`config.mk`:
```
export PLATFORM = sky130hd
export DESIGN_NAME = mac_sched
export DESIGN_NICKNAME = d
export VERILOG_FILES = /design/src/rtl/mac_sched_pkg.sv /design/src/rtl/mac_sched_tag_fifo.sv /design/src/rtl/mac_sched.sv
export SDC_FILE = /design/constraint.sdc
export NUM_CORES = 1
export LEC_CHECK = 0
export CAP_MARGIN = 20
export CORE_ASPECT_RATIO = 0.75
export CORE_MARGIN = 8
export CORE_UTILIZATION = 46
export CTS_CLUSTER_DIAMETER = 200
export DETAILED_ROUTE_END_ITERATION = 10
export PLACE_DENSITY_LB_ADDON = 0.25
export SYNTH_ARGS = -nofsm -noshare
export SYNTH_HDL_FRONTEND = slang
export SYNTH_HIERARCHICAL = 1
export SYNTH_SLANG_ARGS = --single-unit
```
`constraint.sdc`:
```
create_clock -name clk -period 3.86 [get_ports clk]
set_clock_uncertainty 0.2 [all_clocks]
set_input_delay 1.158 -clock clk [delete_from_list [all_inputs] [get_ports clk]]
set_output_delay 1.158 -clock clk [all_outputs]
set_load 0.03 [all_outputs]
```
`src/rtl/mac_sched_pkg.sv`:
```
// Shared types, sizing helpers and the round-robin pick for the MAC scheduler.
package mac_sched_pkg;

  typedef enum logic {IDLE = 1'b0, STREAM = 1'b1} state_t;

  localparam int T_DEF     = 16;
  localparam int R_DEF     = 3;
  localparam int VEC_S_DEF = 5;
  localparam int R_MAX     = 8;

  function automatic int id_width(input int r);
    return (r > 1) ? $clog2(r) : 1;
  endfunction

  function automatic int cnt_width(input int v);
    return (v > 1) ? $clog2(v) : 1;
  endfunction

  localparam int ID_W  = id_width(R_DEF);
  localparam int CNT_W = cnt_width(VEC_S_DEF);

  // First eligible requester at or after ptr, wrapping modulo r (lowest offset wins).
  function automatic logic [2:0] rr_pick(input logic [R_MAX-1:0] elig,
                                         input logic [2:0] ptr, input int r);
    logic [2:0] pick;
    int idx;
    pick = ptr;
    for (int k = R_MAX - 1; k >= 0; k--) begin
      idx = (int'(ptr) + k) % r;
      if (k < r && elig[idx[2:0]]) pick = idx[2:0];
    end
    return pick;
  endfunction

endpackage

```
`src/rtl/mac_sched_tag_fifo.sv`:
```
// Small FIFO of requester ids, one entry per vector handed to the MAC.
module mac_sched_tag_fifo #(
  parameter int DEPTH = 3,
  parameter int W     = 2
) (
  input  logic         clk,
  input  logic         reset,
  input  logic         push,
  input  logic [W-1:0] push_data,
  input  logic         pop,
  output logic [W-1:0] pop_data,
  output logic         empty,
  output logic         full
);
  localparam int PW = (DEPTH > 1) ? $clog2(DEPTH) : 1;
  localparam int CW = $clog2(DEPTH + 1);

  logic [W-1:0]  mem_reg [DEPTH];
  logic [PW-1:0] wr_ptr_reg, rd_ptr_reg;
  logic [CW-1:0] count_reg;
  logic          do_push, do_pop;

  assign empty    = (count_reg == '0);
  assign full     = (count_reg == CW'(DEPTH));
  assign do_pop   = pop && !empty;
  assign do_push  = push && (!full || do_pop);
  assign pop_data = mem_reg[rd_ptr_reg];

  always_ff @(posedge clk) begin
    if (do_push) mem_reg[wr_ptr_reg] <= push_data;
  end

  always_ff @(posedge clk or negedge reset) begin
    if (!reset) begin
      wr_ptr_reg <= '0;
      rd_ptr_reg <= '0;
      count_reg  <= '0;
    end else begin
      if (do_push) wr_ptr_reg <= (wr_ptr_reg == PW'(DEPTH - 1)) ? '0 : wr_ptr_reg + 1'b1;
      if (do_pop)  rd_ptr_reg <= (rd_ptr_reg == PW'(DEPTH - 1)) ? '0 : rd_ptr_reg + 1'b1;
      count_reg <= count_reg + CW'(do_push) - CW'(do_pop);
    end
  end

  // Outstanding tags are bounded by the requester count, so a push never meets a full FIFO.
  assert property (@(posedge clk) disable iff (!reset) !(push && full));

endmodule

```
`src/rtl/mac_sched.sv`:
```
// Round-robin arbiter sharing one MAC between R requesters, one whole vector per grant,
// with tagged routing of each MAC result back to its requester.
module mac_sched
  import mac_sched_pkg::*;
#(
  parameter int T     = 16,
  parameter int R     = 3,
  parameter int VEC_S = 5
) (
  input  logic           clk,
  input  logic           reset,
  input  logic [R-1:0]   req_valid,
  output logic [R-1:0]   req_ready,
  input  logic [R*T-1:0] req_a,
  input  logic [R*T-1:0] req_b,
  input  logic [R*T-1:0] req_x,
  output logic [T-1:0]   mac_a,
  output logic [T-1:0]   mac_b,
  output logic [T-1:0]   mac_x,
  output logic           mac_valid_in,
  input  logic [T-1:0]   mac_f,
  input  logic           mac_valid_out,
  output logic [R-1:0]   rsp_valid,
  input  logic [R-1:0]   rsp_ready,
  output logic [R*T-1:0] rsp_data,
  output logic           err
);
  localparam int IW = id_width(R);
  localparam int CW = cnt_width(VEC_S);

  state_t        state_reg;
  logic [IW-1:0] gnt_reg, rr_ptr_reg, pick, tag;
  logic [CW-1:0] count_reg;
  logic [R-1:0]  outstanding_reg, outstanding_next, eligible, rsp_fire, set_mask;
  logic          push, pop, xfer, fifo_empty, fifo_full;

  assign eligible = req_valid & ~outstanding_reg;
  assign pick     = IW'(rr_pick(R_MAX'(eligible), 3'(rr_ptr_reg), R));
  assign push     = (state_reg == IDLE) && (|eligible);
  assign set_mask = push ? (R'(1) << pick) : '0;
  assign xfer     = (state_reg == STREAM) && req_valid[gnt_reg] && req_ready[gnt_reg];
  assign pop      = mac_valid_out && !fifo_empty;
  assign rsp_fire = rsp_valid & rsp_ready;

  // A consumed response frees its requester only from the following cycle on.
  assign outstanding_next = (outstanding_reg & ~rsp_fire) | set_mask;

  always_ff @(posedge clk or negedge reset) begin
    if (!reset) begin
      state_reg    <= IDLE;
      gnt_reg      <= '0;
      rr_ptr_reg   <= '0;
      count_reg    <= '0;
      req_ready    <= '0;
      mac_a        <= '0;
      mac_b        <= '0;
      mac_x        <= '0;
      mac_valid_in <= 1'b0;
    end else begin
      mac_valid_in <= 1'b0;
      case (state_reg)
        IDLE: begin
          if (push) begin
            gnt_reg   <= pick;
            count_reg <= '0;
            req_ready <= R'(1) << pick;
            state_reg <= STREAM;
          end
        end
        STREAM: begin
          if (xfer) begin
            mac_a        <= req_a[gnt_reg*T +: T];
            mac_b        <= req_b[gnt_reg*T +: T];
            mac_x        <= req_x[gnt_reg*T +: T];
            mac_valid_in <= 1'b1;
            count_reg    <= count_reg + 1'b1;
            if (count_reg == CW'(VEC_S - 1)) begin
              rr_ptr_reg <= (gnt_reg == IW'(R - 1)) ? '0 : gnt_reg + 1'b1;
              req_ready  <= '0;
              state_reg  <= IDLE;
            end
          end
        end
        default: state_reg <= IDLE;
      endcase
    end
  end

  always_ff @(posedge clk or negedge reset) begin
    if (!reset) begin
      outstanding_reg <= '0;
      rsp_valid       <= '0;
      rsp_data        <= '0;
      err             <= 1'b0;
    end else begin
      outstanding_reg <= outstanding_next;
      for (int i = 0; i < R; i++) begin
        if (rsp_fire[i]) rsp_valid[i] <= 1'b0;
        if (pop && tag == IW'(i)) begin
          rsp_valid[i]         <= 1'b1;
          rsp_data[i*T +: T]   <= mac_f;
        end
      end
      if (mac_valid_out && fifo_empty) err <= 1'b1;
    end
  end

  mac_sched_tag_fifo #(.DEPTH(R), .W(IW)) u_tag_fifo (
    .clk       (clk),
    .reset     (reset),
    .push      (push),
    .push_data (pick),
    .pop       (pop),
    .pop_data  (tag),
    .empty     (fifo_empty),
    .full      (fifo_full)
  );

  assert property (@(posedge clk) disable iff (!reset) push |-> !fifo_full);

endmodule

```
* Word-level counts from Yosys, hierarchy flattened *
Memories as Yosys holds them, arrays and structs flattened.
Cells that the tools add are included.

storage, ports and cells
  RAM bits = 6
  input port bits = 169
  logic and storage cells = 119
  memories kept = 1
  output and inout bits = 104
  register bits = 121

memory list
  name                depth  width  read ports  clocked after memory_dff  write ports  RTL line                  RTL
  u_tag_fifo.mem_reg  3      2      1           0                         1            mac_sched_tag_fifo.sv:18  logic [W-1:0] mem_reg [DEPTH];

cells by class
  muxes and demuxes = 38
  $add $sub $neg = 8
  eq/ne operators = 10
  div/mod/pow operators = 3
  reductions and logical operators = 24
  bitwise gates (word level) = 7
  $lt $le $gt $ge = 4
  shift operators = 4

operators with widths
  cell                   number
  $shiftx 48x7->16       3
  $mod 32x3->32 const B  2
  $mod 3x3->32 const B   1
  $mux 1                 18
  $mux 3                 6
  $lt 3x4->1 const B     3
  $mux 2                 6
  $pmux 3 s2             2
  $eq 2x2->1 const B     5
  $logic_and 1x1->1      10
  $and 3x3->3            3
  $bmux 1 s3             3
  $add 2x1->2 const B    3
  $not 3->3              2
  $reduce_and 2->1       3
  $reduce_and 3->1       2
  $reduce_bool 2->1      3
  $bmux 1 s2             2
  $logic_not 2->1        2
  $ne 2x1->1 const B     2
  $add 2x1->3 const B    1
  $add 2x2->3 const B    1
  $add 3x1->3 const B    1
  $eq 3x3->1 const B     1
  other kinds (12)       13

* Longest topological paths before layout *
  depth after elaboration = 10
  mapped depth = 9
  mapped depth without buffers = 9

* Cells and area by module *
Netlist, hierarchy kept.

by module, submodules not included
  module              sequential area each (µm²)  times used  area an instance (µm²)  cells an instance
  mac_sched           2877.8                      1           5662.9                  533
  mac_sched_tag_fifo  330.3                       1           545.5                   44

* Worst setup path after synthesis *
OpenSTA, ideal clock, no wires.

  path type = input -> register
  start point = input req_valid[0]
  end point = memory u_tag_fifo.mem_reg[2][0], enable pin
  arrival time = 2.212 ns
  stages on the path = 6
  required time = 3.328 ns
  setup time = 0.332 ns
  path slack = 1.116 ns
  buffers on the path = 1
  cell sequence = nand2b_1 -> buf_6 -> a31o_2 -> inv_1 -> o21ai_4 -> nor3b_1

on the way
  longest elaborated chain between the ends = 6

RTL lines
  item                          RTL line                  RTL
  from (decl)                   mac_sched.sv:12           input logic [R-1:0] req_valid,
  $and 3x3->3                   mac_sched.sv:37           assign eligible = req_valid & ~outstanding_reg;
  $reduce_or 3->1               mac_sched.sv:39           assign push = (state_reg == IDLE) && (|eligible);
  $logic_and 1x1->1             mac_sched.sv:39
  named net push                mac_sched.sv:35           logic push, pop, xfer, fifo_empty, fifo_full;
  $logic_and 1x1->1             mac_sched_tag_fifo.sv:26  assign do_push = push && (!full || do_pop);
  $mux 1                        mac_sched_tag_fifo.sv:30  if (do_push) mem_reg[wr_ptr_reg] <= push_data;
  $mux 1 (implied by the code)  mac_sched_tag_fifo.sv:30
  to (decl)                     mac_sched_tag_fifo.sv:18

The timed path passes the listed nets, and every way through them passes these cells.

* Worst setup path in the final report *
Ends and elaborated chain as after synthesis.

==> results by group <==
Power
  • Net Sw Frac: 42.3%
  • Net Switching: 3.70 mW
  • Combinational share of power: 53.3%
  • Clock share of power: 18.6%
  • PD cells: 904 nW/um2
  • Seq pwr share: 28.0%
  • Peak supply drop: 0.574 mV
  • Leak Pwr: 4.09 nW
  • Pint: 5.05 mW

Cells and area
  • Layout cells sized above 1: 13.1%
  • # diodes: 0
  • Fin util: 74.1%
  • Area growth, synth to finish: 56.0%
  • Layout Nets: 1,022
  • Top reg by flops: rsp_data
  • Max reg flops: 48

Clock tree
  • H-tree depth: 4
  • Post-cts resize count: 0
  • CTS tree: yes
  • # clock sinks: 127
  • Cts hold-fix bufs: 0
  • Post-CTS Setup Bufs: 0
  • Clk slew on worst S/H paths: 0.06 ns
  • Total CTS buffers: 17
  • Clk_lat worst skew: 0.41 ns
  • Clk buf depth: 2
  • CTS root buffer: clkbuf_16

Die
  • Chip Height: 117 um
  • Die span in x: 150 um
  • Ports: 273
  • Total core area: 13,100 um2
  • Die area: 17,500 um2
  • Starting density of the core: 47.5%
  • Rows: 36

STA
  • Setup_tns: 0 ns
  • Peak Freq: 328 MHz
  • Worst-Margin Slew: 0.751 ns
  • WHS: 0.279 ns
  • Final setup fails: 0
  • Fin. max-slew vios: 0
  • Final hold vios: 0
  • Unrepaired setup endpoints after global routing: no
  • Slew HR: 49.8%
  • Tmin final: 3.04 ns
  • Crit share post-route: 78.9%

Worst setup path
  • Crit path kind: in2reg
  • R2R Path Start: rr_ptr_reg[0]$_DFFE_PN0P_
  • CP required: 3.74 ns
  • Worst Path Arrival: 2.92 ns
  • CP Launch Type: input port
  • Crit end category: flop
  • Max FO, Critical Path: 11
  • CP startpoint: req_valid[0]

Synthesis
  • Yosys warns: 6
  • Syn_nets: 755
  • Mapped Cells: 576
  • Mean Syn Cell Area: 10.8 um2
  • Syn Std Cell Area: 6200 um2

Placement
  • I/O Buffers: 272
  • Gpl congestion: 0.860
  • HPWL Detailed: 15,300 um

Routing
  • Post-route ant nets: 0
  • Drt total wl: 19,800 um
  • Pre-Repair DR Iteration Count: 4
  • Initial drt markers: 266
  • Vias per inst: 5.18
  • Vias: 5,322
  • WL per Instance: 19.3 um
  • DRC: 0

Status
  • Outcome: complete, no violations

Global routing
  • First-pass GRT wire length: 30,100 um
  • Number of global-route vias before repair: 5,670
  • Total track usage: 22.3%
  • Largest net degree at the start of global routing: 97
  • Initial antenna violation count: 0
  • Global route overflow: 0

Min path
  • HP Class: reg2reg
  • Worst Hold Launch: err$_DFFE_PN0P_

Run
  • Max-cap violation count: 0
[cell type report]
cell class,count,area [um2]
fillers,895,3390
clock buffers,19,443
multi-input cells,405,2790
repair buffers,281,2810
flip-flops and latches,127,3210
well taps,171,214
clock inverters,13,163
inverters,11,41.3
[per-stage QoR]
stage	setup WS [ns]	instance area [um2]	power [mW]	instances
after floorplan	1.12	6200	5.27	576
after global placement	0.489	9070	7.02	995
after detailed placement	0.427	9070	7.16	995
after CTS	0.835	9680	8.85	1027
after global routing	0.676	9680	9.24	1027
final	0.815	9680	8.74	1027
[cell usage in the layout (no fill, tap or decap), drive strengths merged, types with 3 or more instances in the layout]
cell type / count
buf: 10
nand2: 21
o21ai: 12
clkinvlp: 3
nor3b: 3
bufinv: 3
nand2b: 8
nor2: 101
nand3: 4
inv: 13
edfxtp: 6
clkinv: 5
mux2: 54
clkbuf: 19
ha: 10
mux2i: 53
nor2b: 5
clkdlybuf4s50: 271
nor3: 4
a21o: 5
dfrtp: 121
a21oi: 97
[layer usage]
metal,track usage [%],wire (um),vias to the layer above,share of wire [%]
li1,-,-,2556,-
met1,24.5,7410,2574,37
met2,39.8,10600,173,53
met3,7.59,1570,19,7.9
met4,7.30,249,0,1.3
met5,0,0,-,0
[power by group through the flow]
stage | clock (mW) | sequential [mW] | combinational (mW)
finish | 1.63 | 2.45 | 4.66
global route | 1.72 | 2.54 | 4.98
CTS | 1.67 | 2.46 | 4.73
detailed placement | 0 | 2.47 | 4.69
global placement | 0 | 2.41 | 4.61
floorplan | 0 | 3.42 | 1.85
[final timing paths]
check                                                      to  slack (ns)  cells past startpoint
max in group asynchronous            rsp_data[43]$_DFFE_PN0P_        2.10                      2
max                        u_tag_fifo/mem_reg[2][0]$_DFFE_PP_        0.82                      6
min reg2reg                                   err$_DFFE_PN0P_        0.28                      1
min in group asynchronous            rsp_data[19]$_DFFE_PN0P_        0.60                      1
max reg2reg                      outstanding_reg[0]$_DFF_PN0_        1.10                      9
min                                           err$_DFFE_PN0P_        0.28                      1
[critical path, cell delays in order]
cell             delay, ns
clkdlybuf4s50_1       0.48
nand2b_1              0.19
a31o_2                0.36
inv_1                 0.29
o21ai_4               0.13
nor3b_1               0.31
No activity file was read; power rests on OpenSTA's default activity.
